==> src/rtl/lsu_pkg.sv <==
// Shared definitions for the load/store unit: funct3 access encodings, FSM state
// encoding and the access-legality check used at request acceptance.
package lsu_pkg;

  localparam logic [2:0] F3_B  = 3'b000;
  localparam logic [2:0] F3_H  = 3'b001;
  localparam logic [2:0] F3_W  = 3'b010;
  localparam logic [2:0] F3_BU = 3'b100;
  localparam logic [2:0] F3_HU = 3'b101;

  typedef enum logic [1:0] {
    ST_IDLE = 2'd0,
    ST_RD   = 2'd1,
    ST_RESP = 2'd2,
    ST_ERR  = 2'd3
  } lsu_state_e;

  // Unsigned loads have no store counterpart, so they are illegal with we set.
  function automatic logic lsu_access_err(input logic [2:0] funct3,
                                          input logic       we,
                                          input logic [1:0] offset);
    logic err;
    err = 1'b0;
    case (funct3)
      F3_B:    err = 1'b0;
      F3_H:    err = offset[0];
      F3_W:    err = (offset != 2'b00);
      F3_BU:   err = we;
      F3_HU:   err = we | offset[0];
      default: err = 1'b1;
    endcase
    return err;
  endfunction

endpackage

==> src/rtl/lsu_align.sv <==
// Combinational lane logic: extracts and extends load data, and merges
// byte/halfword store data into a read word for read-modify-write.
module lsu_align
  import lsu_pkg::*;
#(
  parameter int DATA_W = 32
) (
  input  logic [DATA_W-1:0] mem_rdata_i,
  input  logic [1:0]        offset_i,
  input  logic [2:0]        funct3_i,
  input  logic [DATA_W-1:0] store_data_i,
  output logic [DATA_W-1:0] load_data_o,
  output logic [DATA_W-1:0] merged_o
);

  logic [7:0]  byte_s;
  logic [15:0] half_s;

  assign byte_s = mem_rdata_i[{offset_i, 3'b000} +: 8];
  assign half_s = mem_rdata_i[{offset_i[1], 4'b0000} +: 16];

  always_comb begin
    load_data_o = mem_rdata_i;
    case (funct3_i)
      F3_B:    load_data_o = {{(DATA_W-8){byte_s[7]}}, byte_s};
      F3_BU:   load_data_o = {{(DATA_W-8){1'b0}}, byte_s};
      F3_H:    load_data_o = {{(DATA_W-16){half_s[15]}}, half_s};
      F3_HU:   load_data_o = {{(DATA_W-16){1'b0}}, half_s};
      default: load_data_o = mem_rdata_i;
    endcase
  end

  always_comb begin
    merged_o = mem_rdata_i;
    if (funct3_i[1:0] == 2'b00) begin
      merged_o[{offset_i, 3'b000} +: 8] = store_data_i[7:0];
    end else if (funct3_i[1:0] == 2'b01) begin
      merged_o[{offset_i[1], 4'b0000} +: 16] = store_data_i[15:0];
    end else begin
      merged_o = store_data_i;
    end
  end

endmodule

==> src/rtl/load_store_unit.sv <==
// MEM-stage load/store unit: word-addressed single-port data memory with
// one-cycle read latency; sub-word stores are done as read-modify-write.
module load_store_unit
  import lsu_pkg::*;
#(
  parameter int DM_ADDRESS = 9,
  parameter int DATA_W     = 32
) (
  input  logic                  clk,
  input  logic                  reset,
  input  logic                  req_valid,
  input  logic                  req_we,
  input  logic [31:0]           req_addr,
  input  logic [DATA_W-1:0]     req_wdata,
  input  logic [2:0]            req_funct3,
  output logic                  req_ready,
  output logic                  stall,
  output logic                  resp_valid,
  output logic [DATA_W-1:0]     resp_rdata,
  output logic                  resp_err,
  output logic [DM_ADDRESS-1:0] mem_addr,
  output logic                  mem_re,
  output logic                  mem_we,
  output logic [DATA_W-1:0]     mem_wdata,
  input  logic [DATA_W-1:0]     mem_rdata
);

  lsu_state_e            state_q, state_d;
  logic                  we_q, we_d;
  logic [2:0]            f3_q, f3_d;
  logic [1:0]            off_q, off_d;
  logic [DM_ADDRESS-1:0] widx_q, widx_d;
  logic [DATA_W-1:0]     wdata_q, wdata_d;
  logic [DATA_W-1:0]     rdata_q, rdata_d;

  logic                  accept_s;
  logic                  err_s;
  logic                  sw_s;
  logic [DATA_W-1:0]     load_data_s;
  logic [DATA_W-1:0]     merged_s;
  logic                  unused_addr_s;

  // Gating with reset keeps every strobe at its reset value while reset is held.
  assign accept_s      = req_valid && (state_q == ST_IDLE) && !reset;
  assign err_s         = lsu_access_err(req_funct3, req_we, req_addr[1:0]);
  assign sw_s          = req_we && (req_funct3 == F3_W);
  assign unused_addr_s = ^req_addr[31:DM_ADDRESS+2];

  lsu_align #(.DATA_W(DATA_W)) u_align (
    .mem_rdata_i  (mem_rdata),
    .offset_i     (off_q),
    .funct3_i     (f3_q),
    .store_data_i (wdata_q),
    .load_data_o  (load_data_s),
    .merged_o     (merged_s)
  );

  always_comb begin
    state_d   = state_q;
    we_d      = we_q;
    f3_d      = f3_q;
    off_d     = off_q;
    widx_d    = widx_q;
    wdata_d   = wdata_q;
    rdata_d   = rdata_q;
    mem_re    = 1'b0;
    mem_we    = 1'b0;
    mem_addr  = widx_q;
    mem_wdata = '0;
    case (state_q)
      ST_IDLE: begin
        if (accept_s) begin
          we_d     = req_we;
          f3_d     = req_funct3;
          off_d    = req_addr[1:0];
          widx_d   = req_addr[DM_ADDRESS+1:2];
          wdata_d  = req_wdata;
          rdata_d  = '0;
          mem_addr = req_addr[DM_ADDRESS+1:2];
          if (err_s) begin
            state_d = ST_ERR;
          end else if (sw_s) begin
            mem_we    = 1'b1;
            mem_wdata = req_wdata;
            state_d   = ST_RESP;
          end else begin
            mem_re  = 1'b1;
            state_d = ST_RD;
          end
        end else begin
          state_d = ST_IDLE;
        end
      end
      ST_RD: begin
        if (we_q) begin
          mem_we    = 1'b1;
          mem_wdata = merged_s;
          rdata_d   = '0;
        end else begin
          rdata_d = load_data_s;
        end
        state_d = ST_RESP;
      end
      ST_RESP: state_d = ST_IDLE;
      ST_ERR:  state_d = ST_IDLE;
      default: state_d = ST_IDLE;
    endcase
  end

  always_ff @(posedge clk or posedge reset) begin
    if (reset) begin
      state_q <= ST_IDLE;
      we_q    <= 1'b0;
      f3_q    <= 3'b000;
      off_q   <= 2'b00;
      widx_q  <= '0;
      wdata_q <= '0;
      rdata_q <= '0;
    end else begin
      state_q <= state_d;
      we_q    <= we_d;
      f3_q    <= f3_d;
      off_q   <= off_d;
      widx_q  <= widx_d;
      wdata_q <= wdata_d;
      rdata_q <= rdata_d;
    end
  end

  assign req_ready  = (state_q == ST_IDLE);
  assign resp_valid = (state_q == ST_RESP) || (state_q == ST_ERR);
  assign resp_err   = (state_q == ST_ERR);
  assign resp_rdata = (state_q == ST_RESP) ? rdata_q : '0;
  assign stall      = (req_valid && !resp_valid) || (state_q != ST_IDLE);

endmodule

==> config.mk <==
export PLATFORM = sky130hd
export DESIGN_NAME = load_store_unit
export DESIGN_NICKNAME = d
export VERILOG_FILES = /design/src/rtl/lsu_pkg.sv /design/src/rtl/lsu_align.sv /design/src/rtl/load_store_unit.sv
export SDC_FILE = /design/constraint.sdc
export NUM_CORES = 1
export LEC_CHECK = 0
export BUFFER_PORTS_ARGS = -buffer_cell sky130_fd_sc_hd__buf_4
export CORE_ASPECT_RATIO = 2
export CORE_MARGIN = 2
export CORE_UTILIZATION = 56
export CTS_BUF_LIST = sky130_fd_sc_hd__clkbuf_8
export CTS_CLUSTER_DIAMETER = 100
export DETAILED_ROUTE_END_ITERATION = 8
export GPL_TIMING_DRIVEN = 0
export PLACE_DENSITY = 0.89
export SLEW_MARGIN = 25
export SYNTH_ARGS = -nofsm -noshare
export SYNTH_HDL_FRONTEND = slang
export SYNTH_SLANG_ARGS = --single-unit
==> constraint.sdc <==
create_clock -name clk -period 9.7 [get_ports clk]
set_input_delay 0.485 -clock clk [delete_from_list [all_inputs] [get_ports clk]]
set_output_delay 0.485 -clock clk [all_outputs]
set_load 0.05 [all_outputs]
======== Yosys cells after proc, flatten, opt, wreduce, memory -nomap -nowiden ========
Cells that the tools add are included.
word-level totals
  bits in registers ....................... 81
  bits of input ports ..................... 103
  output and inout bits ................... 79
cells by class
  bitwise operators ....................... 1
  reductions and logical operators ........ 18
  shift operators ......................... 6
  equality and inequality tests ........... 12
  muxes and demuxes ....................... 30
  add/sub/neg operators ................... 2
operators by type and width
  operator                                               number
  two-way mux 32 bit                                     9
  case mux 32 bit (2 select lines)                       2
  case mux 32 bit (4 select lines)                       1
  bitwise mux 32 bit                                     2
  variable shift 16 x 7 -> 32 bit, first input constant  1
  variable shift 8 x 7 -> 32 bit, first input constant   1
  indexed part select 16 x 7 -> 32 bit                   1
  indexed part select 32 x 6 -> 16 bit                   1
  indexed part select 32 x 6 -> 8 bit                    1
  indexed part select 8 x 7 -> 32 bit                    1
  two-way mux 9 bit                                      2
  negation 5 -> 7 bit                                    2
  equality test 3 bit, second input constant             4
  two-way mux 1 bit                                      8
  equality test 3 x 1 -> 1 bit, second input constant    2
  zero test 3 bit                                        2
  two-way mux 2 bit                                      3
  case mux 2 bit (3 select lines)                        1
  nonzero test 2 bit                                     3
  case mux 1 bit (5 select lines)                        1
  equality test 2 x 1 -> 1 bit, second input constant    2
  equality test 2 bit, second input constant             2
  logical AND 1 bit                                      4
  zero test 2 bit                                        2
  other kinds (8)                                        11

======== Longest topological paths before layout ========
Gate-level depths: netlist of the first run.
  depth in word-level cells ............... 7
  mapped depth ............................ 9

======== Cells and area by module ========
Synthesis of the first run repeated with hierarchy kept, for this count alone.
second synthesis, totals
  cells, all modules ...................... 631
  area, all modules ....................... 5,325.1 µm²
modules (own cells, without submodules)
  module           instances  cells each  area each (µm²)
  load_store_unit  1          375         3,677.3
  lsu_align        1          256         1,647.8

======== Least setup slack after synthesis of the first run ========
OpenSTA, ideal clock, no wires.
  path kind ............................... input-to-output
  from .................................... in reset
  to ...................................... out mem_we
  stages .................................. 3
  data required time ...................... 9.215 ns
  slack ................................... 5.254 ns
  arrival time ............................ 3.961 ns
  cell sequence ........................... inv_1 -> nand3_1 -> o21ai_0
on the way
  cells in the longest elaborated chain, start to end .. 4
ends and longest elaborated chain
  element                          line                   source
  start: declaration               load_store_unit.sv:10  input logic reset,
  zero test 1 bit (no line)        n/a
  logical AND 1 bit                load_store_unit.sv:44  assign accept_s = req_valid && (state_q == ST_IDLE) && !reset;
  two-way mux 1 bit                load_store_unit.sv:72  if (accept_s) begin
  case mux 1 bit (2 select lines)  load_store_unit.sv:70  case (state_q)
  end: declaration                 load_store_unit.sv:23  output logic mem_we,
No other way between the ends.

======== Worst setup path after layout of the first run ========
  from .................................... reg off_q[1]
  to ...................................... out mem_wdata[17]
on the way
  cells in the longest elaborated chain, start to end .. 7
  elaborated cells between the ends (all ways) .. 12
  classes of those cells .................. add/sub: 2; shift: 4; mux: 6
ends and longest elaborated chain
  element                                                                                         line                    source
  start: declaration                                                                              load_store_unit.sv:31   logic [1:0] off_q, off_d;
  start signal: assignment                                                                        load_store_unit.sv:115  off_q <= 2'b00;
  start signal: assignment                                                                        load_store_unit.sv:123  off_q <= off_d;
  negation 5 -> 7 bit                                                                             lsu_align.sv:38         merged_o[{offset_i[1], 4'b0000} +: 16] = store_data_i[15:0];
  indexed part select 16 x 7 -> 32 bit / variable shift 16 x 7 -> 32 bit (equally long branches)  lsu_align.sv:38
  bitwise mux 32 bit                                                                              lsu_align.sv:38
  two-way mux 32 bit                                                                              lsu_align.sv:37         end else if (funct3_i[1:0] == 2'b01) begin
  two-way mux 32 bit (*)                                                                          lsu_align.sv:35         if (funct3_i[1:0] == 2'b00) begin
  two-way mux 32 bit (*)                                                                          load_store_unit.sv:95   if (we_q) begin
  case mux 32 bit (2 select lines) (*)                                                            load_store_unit.sv:70
  end: declaration                                                                                load_store_unit.sv:24   output logic [DATA_W-1:0] mem_wdata,
Mark *: on every way between the ends. The rest lies on a longest branch, timed or not.

==> results.tsv, run 1 <==
metric	value	unit
cts_setup_buffers	0	
grt_overflow	0	
regArea	2027	um^2
io_buffers	160	
die-area	10150	um^2
syn_area_per_cell	8.869	um^2
finalSetupViolations	0	
grt_usage	42.32	%
synth_top_family_by_area	compound AO/OA/AOI/OAI gates	
critPathCaptureType	output port	
ir_drop	0.1477	mV
root_buffer	clkbuf_8	
vias	5781	
ys_seq_elements	81	
skew	0.01153	ns
muxShareOfSynthArea	9.285	%
synth_commonest_cells	nand2_1, dfrtp_1, and2_1	
final_antenna_net_count	0	
io_pins	182	
placedCellCount	851	
cts_resized	0	
synth_nets	696	
use_met1	43.92	%
wl_per_cell	24.19	um
synth_most_common_cell	nand2_1	
synth_edf_count	0	
grt_pass1_wl	32010	um
die_height	140.5	um
hold_viol_final	0	
clock-sinks	81	
timing.fmax	230.1	MHz
synth_seq_area_share	38.87	%
grt_pass1_vias	5967	
slew_headroom	29.76	%
grt_max_degree	47	
drtIter0Drc	625	
hold_buffers	0	
synth_area_leaders	dfrtp_1, nand2_1, a221o_1	
area_growth	30.83	%
met2_usage	74.22	%
path_max_fanout	10	
cp_data_required_time	9.22	ns
yosys_warnings	0	
initial_core_util	57.86	%
nFillCells	639	
cp-start-kind	flop	
syn_area	5215	um^2
r2r_start	f3_q[1]$_DFFE_PP0P_	
synth_top_area_share	38.87	%
cts_buffer_depth	2	
finalPower	1383	uW
worst_slack	5.353	ns
crit_path_start	off_q[1]$_DFFE_PP0P_	
core_region_area	9012	um^2
rsz0062_at_grt	no	
synth_fa_ha_area_share	1.200	%
multi_input_area	2877	um^2
tightest_slew	1.046	ns
period_minus_slack	4.347	ns
ys.flop_type	dfrtp_1	
cts_buffers	9	
viasPerCell	6.668	
netlist_instances	588	
leakagePower	0.003370	uW
grt_use_met3	6.259	%
placementRows	49	
maxCapViolations	0	
die_x	72.24	um
synth-simple-area-share	19.15	%
routed_wl	20970	um
antenna_found_initial	0	
power.density	202.7	nW/um^2
fin_setup_tns	0	ns
finalMaxSlewViolations	0	
busiest_layer	met2	
finalCritPeriodShare	44.81	%
firstDrtPassIters	6	
worstHoldPathType	primary input to async pin	
drc	0	
nNetsFinal	868	
synth_cell_type_count	44	
status	finished clean	
cts_tree	yes	
arrival	3.86	ns
clock_latency	0.38	ns
gp_congestion	1.039	
crit_type	flop to output port	
drive_gt1_share	28.89	%
dp_worst_setup_slack	5.827	ns
post-synth-top-area-cell	dfrtp_1	
num_antenna_cells	0	
fin_cells	867	
synth_compound_area_share	25.53	%
synth_xor_xnor_area_share	0	%
clk_pin_slew	0.09	ns
async_flop_share	100.0	%
htreeDepth	3	
hpwl	16230	um
-- layer usage --
metal  routed length [um]  vias up  part of all wire (%)
met5                    0        -                     0
met4                 1725        0                   8.2
met3                 1693      134                   8.1
met2                10940      389                    52
met1                 6606     2752                    32
li1                     -     2506                     -
-- layout make-up --
class | count | area share (%)
well taps | 102 | 1.871
repair buffers | 161 | 18.01
multi-input cells | 430 | 42.16
clock inverters | 7 | 1.834
clock buffers | 9 | 1.816
plain buffers | 50 | 3.081
inverters | 27 | 1.522
flip-flops and latches | 81 | 29.71
-- path summary, 6_finish.rpt --
path / cells after the start / end / slack [ns]
max reg2reg: 4 / rdata_q[18]$_DFFE_PP0P_ / 7.46
min in group clk: 3 / wdata_q[8]$_DFFE_PP0P_ / 0.31
min: 2 / wdata_q[27]$_DFFE_PP0P_ / 0.14
min reg2reg: 2 / rdata_q[3]$_DFFE_PP0P_ / 0.48
max in group asynchronous: 3 / wdata_q[28]$_DFFE_PP0P_ / 8.96
max: 9 / mem_wdata[17] / 5.35
-- cells in the final DEF, fill, tap and decap left out, types with 16 or more instances in the layout --
cell type | Yosys | final
inv_1 | 26 | 25
nor2_1 | 16 | 16
a221o_1 | 39 | 39
buf_4 | 1 | 161
and2_1 | 40 | 40
nand2_1 | 145 | 145
o22ai_1 | 19 | 19
o21ai_0 | 26 | 26
a21oi_1 | 17 | 17
clkbuf_1 | 33 | 33
a221oi_1 | 20 | 20
mux2_2 | 21 | 21
dfrtp_1 | 81 | 81
-- critical path: stages (launching register included) --
cell and delay, ns:
dfrtp_1 0.42, buf_4 0.20, clkbuf_1 0.46, inv_1 0.28, ha_1 0.41, nand2_1 0.07, nor3_1 0.80, a221oi_1 0.18
o32ai_1 0.39, buf_4 0.27
-- power by group --
group / switching [uW] / leakage (uW) / internal (uW)
Sequential: 65.3 / 0.00104 / 416
Combinational: 369 / 0.00221 / 218
Clock: 141 / 0.000125 / 174
-- per-stage QoR --
| stage | hold slack, ns | cell area, um^2 | utilization (%) |
|---|---|---|---|
| 3_3_place_gp | 0.4533 | 6544 | 72.61 |
| 5_1_grt | 0.1774 | 6823 | 75.70 |
| 3_5_place_dp | 0.4622 | 6574 | 72.94 |
| 2_1_floorplan | 0.4418 | 5215 | - |
| 4_1_cts | 0.1506 | 6823 | 75.70 |
| 6_report | 0.1359 | 6823 | 75.70 |
-- registers in the layout, indices dropped and copies added, names as in the netlist --
name / cells
f3_q: 3
off_q: 2
rdata_q: 32
state_q: 2
wdata_q: 32
we_q: 1
widx_q: 9
-- cells by family (layout without fill, tap and decap cells) --
family,count (synthesis),after routing
AOI/OAI and AO/OA,167,167
adders and majority gates,5,5
buffers and inverters,77,254
DFF,81,81
muxes,37,37
and+or+nand+nor,221,221
No activity file was read; power rests on OpenSTA's default activity.
==> run 2, diff against run 1 <==
--- a/config.mk
+++ b/config.mk
@@ -5,15 +5,16 @@
 export SDC_FILE = /design/constraint.sdc
 export NUM_CORES = 1
 export LEC_CHECK = 0
+export ABC_AREA = 1
 export BUFFER_PORTS_ARGS = -buffer_cell sky130_fd_sc_hd__buf_4
 export CORE_ASPECT_RATIO = 2
 export CORE_MARGIN = 2
-export CORE_UTILIZATION = 56
+export CORE_UTILIZATION = 54
 export CTS_BUF_LIST = sky130_fd_sc_hd__clkbuf_8
 export CTS_CLUSTER_DIAMETER = 100
 export DETAILED_ROUTE_END_ITERATION = 8
 export GPL_TIMING_DRIVEN = 0
-export PLACE_DENSITY = 0.89
+export PLACE_DENSITY = 0.84
 export SLEW_MARGIN = 25
 export SYNTH_ARGS = -nofsm -noshare
 export SYNTH_HDL_FRONTEND = slang
==> constraint.sdc (replaced) <==
create_clock -name clk -period 4.3 [get_ports clk]
set_input_delay 0.215 -clock clk [delete_from_list [all_inputs] [get_ports clk]]
set_output_delay 0.215 -clock clk [all_outputs]
set_load 0.05 [all_outputs]
==> results.tsv, run 2 <==
metric	value	unit
status	finished, violations left	
violations	DRC	
p_seq_share	34.1	%
ir_drop	0.2943	mV
power_switching	1511	uW
drtIter0Drc	564	
r2r_start	state_q[1]$_DFF_PP0_	
timing.fmax	288.8	MHz
placedCellCount	1261	
final_antenna_net_count	0	
dp_worst_setup_slack	1.352	ns
ys.flop_type	dfrtp_1	
drc	1	
critPathCaptureType	output port	
fin_setup_tns	0	ns
critical_path.top_delay_family	buffers and inverters	
crit_type	flop to output port	
initial_core_util	55.16	%
p_int	1608	uW
reg2reg_slack	2.24	ns
grt_pass1_vias	7010	
yosys_warnings	0	
hold_viol_final	0	
syn_area	5963	um^2
hpwl	18890	um
drive_gt1_share	19.77	%
synth_edf_count	0	
rsz0062_at_grt	no	
netlist_instances	960	
routed_wl	23540	um
grt_usage	39.56	%
clock_latency	0.37	ns
path_max_fanout	12	
skew	0.01840	ns
worst_slack	0.8371	ns
switching_share	48.44	%
arrival	3.25	ns
combPwrFrac	49.5	%
antenna_found_initial	0	
synth_area_leaders	dfrtp_1, nand2_1, nand3_1	
min_to	wdata_q[13]$_DFFE_PP0P_	
synth_nets	1068	
grt_pass1_wl	36200	um
vias	7240	
period_minus_slack	3.463	ns
synth_top_area_share	33.99	%
cts_setup_buffers	0	
cts_tree	yes	
htreeDepth	3	
post-synth-top-area-cell	dfrtp_1	
reg_top3	rdata_q: 32 flops, wdata_q: 32 flops, widx_q: 9 flops	
wl_per_cell	18.42	um
die_height	152.6	um
finalCritPeriodShare	80.53	%
crit_chain	inv_1 -> buf_2 -> buf_2 -> ha_1 -> clkinv_1 -> nor3_2 -> nand2_1 -> nand3_1 -> nand3_1 -> nand2_1 -> buf_4	
cp_data_required_time	4.09	ns
placementRows	54	
cp-start-kind	flop	
power.density	413.2	nW/um^2
clk_pin_slew	0.10	ns
io_pins	182	
cts_buffers	9	
synth_seq_area_share	33.99	%
timing.critical_path.slowest_stage_cell	nor3_2	
tightest_slew	0.7095	ns
ys_seq_elements	81	
io_buffers	160	
nNetsFinal	1241	
synth_most_common_cell	nand2_1	
syn_area_per_cell	6.212	um^2
maxCapViolations	0	
r2r_end	rdata_q[25]$_DFFE_PP0P_	
finalSetupViolations	0	
die_x	78.31	um
slew_headroom	52.70	%
synth_commonest_cells	nand2_1, inv_1, nand3_1	
leakagePower	0.003963	uW
async_flop_share	100.0	%
die-area	11950	um^2
finalMaxSlewViolations	0	
grt_max_degree	46	
final_common_cell	nand2_1	
firstDrtPassIters	8	
grt_overflow	0	
viasPerCell	5.665	
clock-sinks	81	
fin_util	69.84	%
synth_cell_type_count	28	
final_cell_mix	nand2_1, buf_4, inv_1	
root_buffer	clkbuf_8	
crit_path_start	off_q[1]$_DFFE_PP0P_	
worstHoldPathType	primary input to flop	
reg2regPathDepth	8	
gp_congestion	1.047	
hold-path-cell-count	3	
worstHoldStart	req_wdata[13]	
core_region_area	10810	um^2
num_antenna_cells	0	
fin_cells	1278	
area_growth	26.61	%
cp_num_buf_inv	5	
cts_buffer_depth	2	
critPathMaxStageDelay	0.50	ns
p_clk_share	16.5	%
==> run 2: metal layers <==
metal | wire (um) | up-vias | track usage (%)
li1 | - | 3413 | -
met1 | 7700 | 3264 | 39.71
met2 | 12330 | 437 | 70.94
met3 | 1681 | 126 | 7.405
met4 | 1827 | 0 | 28.32
met5 | 0 | - | 0
==> run 2: kinds of logic (layout without fill, tap and decap cells) <==
| family | after synthesis | count (layout) | share of synthesized area (%) |
|---|---|---|---|
| buffers and inverters | 166 | 344 | 11.88 |
| AOI/OAI and AO/OA | 189 | 189 | 16.28 |
| and+or+nand+nor | 519 | 519 | 36.80 |
| DFF | 81 | 81 | 33.99 |
| adders and majority gates | 5 | 5 | 1.049 |
==> run 2: tightest hold or removal path: cells and delay by family <==
family / cells / cell delay, ns
buffers and inverters: 1 / 0.08
AND/OR/NAND/NOR: 2 / 0.08
==> run 2: final cells by class <==
class	instances	area, um^2
inverter	106	402.9
sequential	81	2027
clock inverter	7	46.29
tap	140	175.2
multi-input combinational	713	3228
fill	988	3261
buffer	60	307.8
timing repair buffer	162	1239
clock buffer	9	123.9
==> run 2: through the flow <==
step | total power [uW] | hold slack (ns) | area [um^2]
floorplan | 2075 | 0.3246 | 5963
global placement | 2551 | 0.4209 | 7340
detailed placement | 2577 | 0.2921 | 7370
CTS | 3075 | 0.04258 | 7550
global route | 3291 | 0.04402 | 7550
finish | 3120 | 0.04726 | 7550
==> run 2: repair_timing <==
action | CTS | global route
hold endpoints to repair | 36 | 0
hold buffers | 1 | 0
gates resized for setup | 0 | 0
==> run 2: power groups by stage <==
stage          clock (uW)  combinational, uW  sequential [uW]
6_report              514               1540             1060
5_1_grt               537               1680             1080
4_1_cts               507               1510             1060
3_5_place_dp            0               1510             1070
3_3_place_gp            0               1490             1060
2_1_floorplan           0               1040             1030
==> run 2: worst max-delay path by stage <==
stage / cells past startpoint / to
5_1_grt: 11 / mem_wdata[6]
2_1_floorplan: 9 / mem_wdata[31]
4_1_cts: 11 / mem_wdata[6]
6_report: 11 / mem_wdata[4]
3_3_place_gp: 2 / widx_q[5]$_DFF_PP0_
3_5_place_dp: 11 / mem_wdata[6]
==> run 3, diff against run 2 <==
--- a/config.mk
+++ b/config.mk
@@ -5,11 +5,11 @@
 export SDC_FILE = /design/constraint.sdc
 export NUM_CORES = 1
 export LEC_CHECK = 0
-export ABC_AREA = 1
+export ABC_AREA = 0
 export BUFFER_PORTS_ARGS = -buffer_cell sky130_fd_sc_hd__buf_4
 export CORE_ASPECT_RATIO = 2
 export CORE_MARGIN = 2
-export CORE_UTILIZATION = 54
+export CORE_UTILIZATION = 52
 export CTS_BUF_LIST = sky130_fd_sc_hd__clkbuf_8
 export CTS_CLUSTER_DIAMETER = 100
 export DETAILED_ROUTE_END_ITERATION = 8
==> constraint.sdc (replaced) <==
create_clock -name clk -period 3.6 [get_ports clk]
set_input_delay 0.18 -clock clk [delete_from_list [all_inputs] [get_ports clk]]
set_output_delay 0.18 -clock clk [all_outputs]
set_load 0.05 [all_outputs]
==> results.tsv, run 3 (synthesized netlist as in run 1, its figures left out) <==
metric	value	unit
status	finished clean	
final_common_cell	buf_4	
clk_pin_slew	0.09	ns
hpwl	16850	um
rsz0062_at_grt	no	
wl_per_cell	23.66	um
grt_pass1_vias	5779	
wl_met2	11220	um
crit_chain	clkbuf_4 -> inv_1 -> ha_1 -> nor4bb_1 -> clkbuf_2 -> a221oi_1 -> a221oi_1 -> a22o_1 -> buf_4	
core_region_area	9763	um^2
area_growth	31.60	%
grt_max_degree	34	
period_minus_slack	3.546	ns
final_antenna_net_count	0	
maxCapViolations	0	
worstHoldStart	req_wdata[8]	
die_x	74.81	um
tightest_slew	0.6894	ns
fin_util	70.29	%
crit_path_start	off_q[0]$_DFFE_PP0P_	
gp_congestion	1.023	
path_common_cell	a221oi_1	
cts_tree	yes	
ir_drop	0.3923	mV
routed_wl	21240	um
dr.max_layer_used	met4	
cts_setup_buffers	0	
r2r_start	f3_q[1]$_DFFE_PP0P_	
slew_headroom	54.04	%
met1_length	6954	um
viasPerCell	6.356	
placementRows	51	
critPathMaxStageDelay	0.55	ns
finalMaxSlewViolations	0	
critPathCaptureType	output port	
leakagePower	0.003373	uW
die-area	10890	um^2
drc	0	
root_buffer	clkbuf_8	
timing.critical_path.slowest_stage_cell	dfrtp_1	
worst_slack	0.05423	ns
finalSetupViolations	0	
worstHoldPathType	primary input to flop	
cp_num_buf_inv	4	
reg_top3	rdata_q: 32 flops, wdata_q: 32 flops, widx_q: 9 flops	
clock_latency	0.37	ns
initial_core_util	53.42	%
nNetsFinal	869	
grt_pass1_wl	32290	um
met3_length	1577	um
hold_viol_final	0	
timing.fmax	282.0	MHz
power.density	533.5	nW/um^2
num_antenna_cells	0	
crit_type	flop to output port	
vias	5708	
die_height	145.6	um
final_cell_mix	buf_4, nand2_1, dfrtp_1	
grt_overflow	0	
critical_path.top_delay_family	buffers and inverters	
htreeDepth	3	
path_max_fanout	10	
drtIter0Drc	567	
clock-sinks	81	
drive_gt1_share	29.24	%
timing.hold.ws	0.01218	ns
io_buffers	160	
cp_data_required_time	3.42	ns
grt_usage	40.09	%
io_pins	182	
antenna_found_initial	0	
arrival	3.37	ns
finalCritPeriodShare	98.49	%
cts_buffers	9	
cts_buffer_depth	2	
skew	0.01500	ns
cp-start-kind	flop	
firstDrtPassIters	6	
dp_worst_setup_slack	-0.01003	ns
==> run 3: cell types whose count changed in the layout (fill, tap and decap cells not counted), sizes merged, moves of 20 or more <==
cell	delta
nor2	-53
nand3	-93
a21oi	-69
o21ai	-67
mux2	+21
inv	-80
a221oi	+20
and2	+40
a221o	+39
nand2	-190
==> run 3: what timing repair did <==
action,CTS,global route
hold buffers,1,0
endpoints found under the setup margin,22,12
gates cloned,0,0
endpoints found under the hold margin,23,0
gates resized for setup,2,2
==> run 3: worst min-delay path, cell delays in order <==
cell	delay [ns]
buf_4	0.09
nand2_1	0.04
nand2_1	0.05
==> run 3: cell type report <==
type	instances	area (um^2)
plain buffers	49	210.2
flip-flops and latches	81	2027
clock inverters	6	82.58
clock buffers	10	137.6
inverters	27	105.1
well taps	132	165.2
multi-input cells	430	2884
fillers	796	2900
repair buffers	163	1251
==> run 3: report_power, final <==
group,internal [uW],switching (uW),total (uW)
Clock,406,354,760
Sequential,1120,175,1300
Combinational,590,1010,1600
Total,2120,1540,3660
==> run 3: stage by stage <==
stage	TNS (ns)	area (um^2)	cells	total power, uW
4_1_cts	0	6858	898	3631
3_5_place_dp	-0.01003	6625	882	2880
6_report	0	6863	898	3662
5_1_grt	0	6863	898	3809
3_3_place_gp	-7.583	6585	880	2822
2_1_floorplan	0	5219	588	2320
==> run 3: worst paths after layout <==
path,to,slack [ns],cells after the start
max,mem_wdata[26],0.05,9
min,wdata_q[8]$_DFFE_PP0P_,0.01,3
max reg2reg,rdata_q[21]$_DFFE_PP0P_,1.39,4
min reg2reg,rdata_q[2]$_DFFE_PP0P_,0.48,2
max in group asynchronous,rdata_q[10]$_DFFE_PP0P_,2.55,4
min in group asynchronous,wdata_q[27]$_DFFE_PP0P_,0.48,3
==> run 3: routing by layer <==
metal	vias up	GRT usage, %
li1	2505	-
met1	2737	43.02
met2	369	69.16
met3	97	7.133
met4	0	25.18
met5	-	0
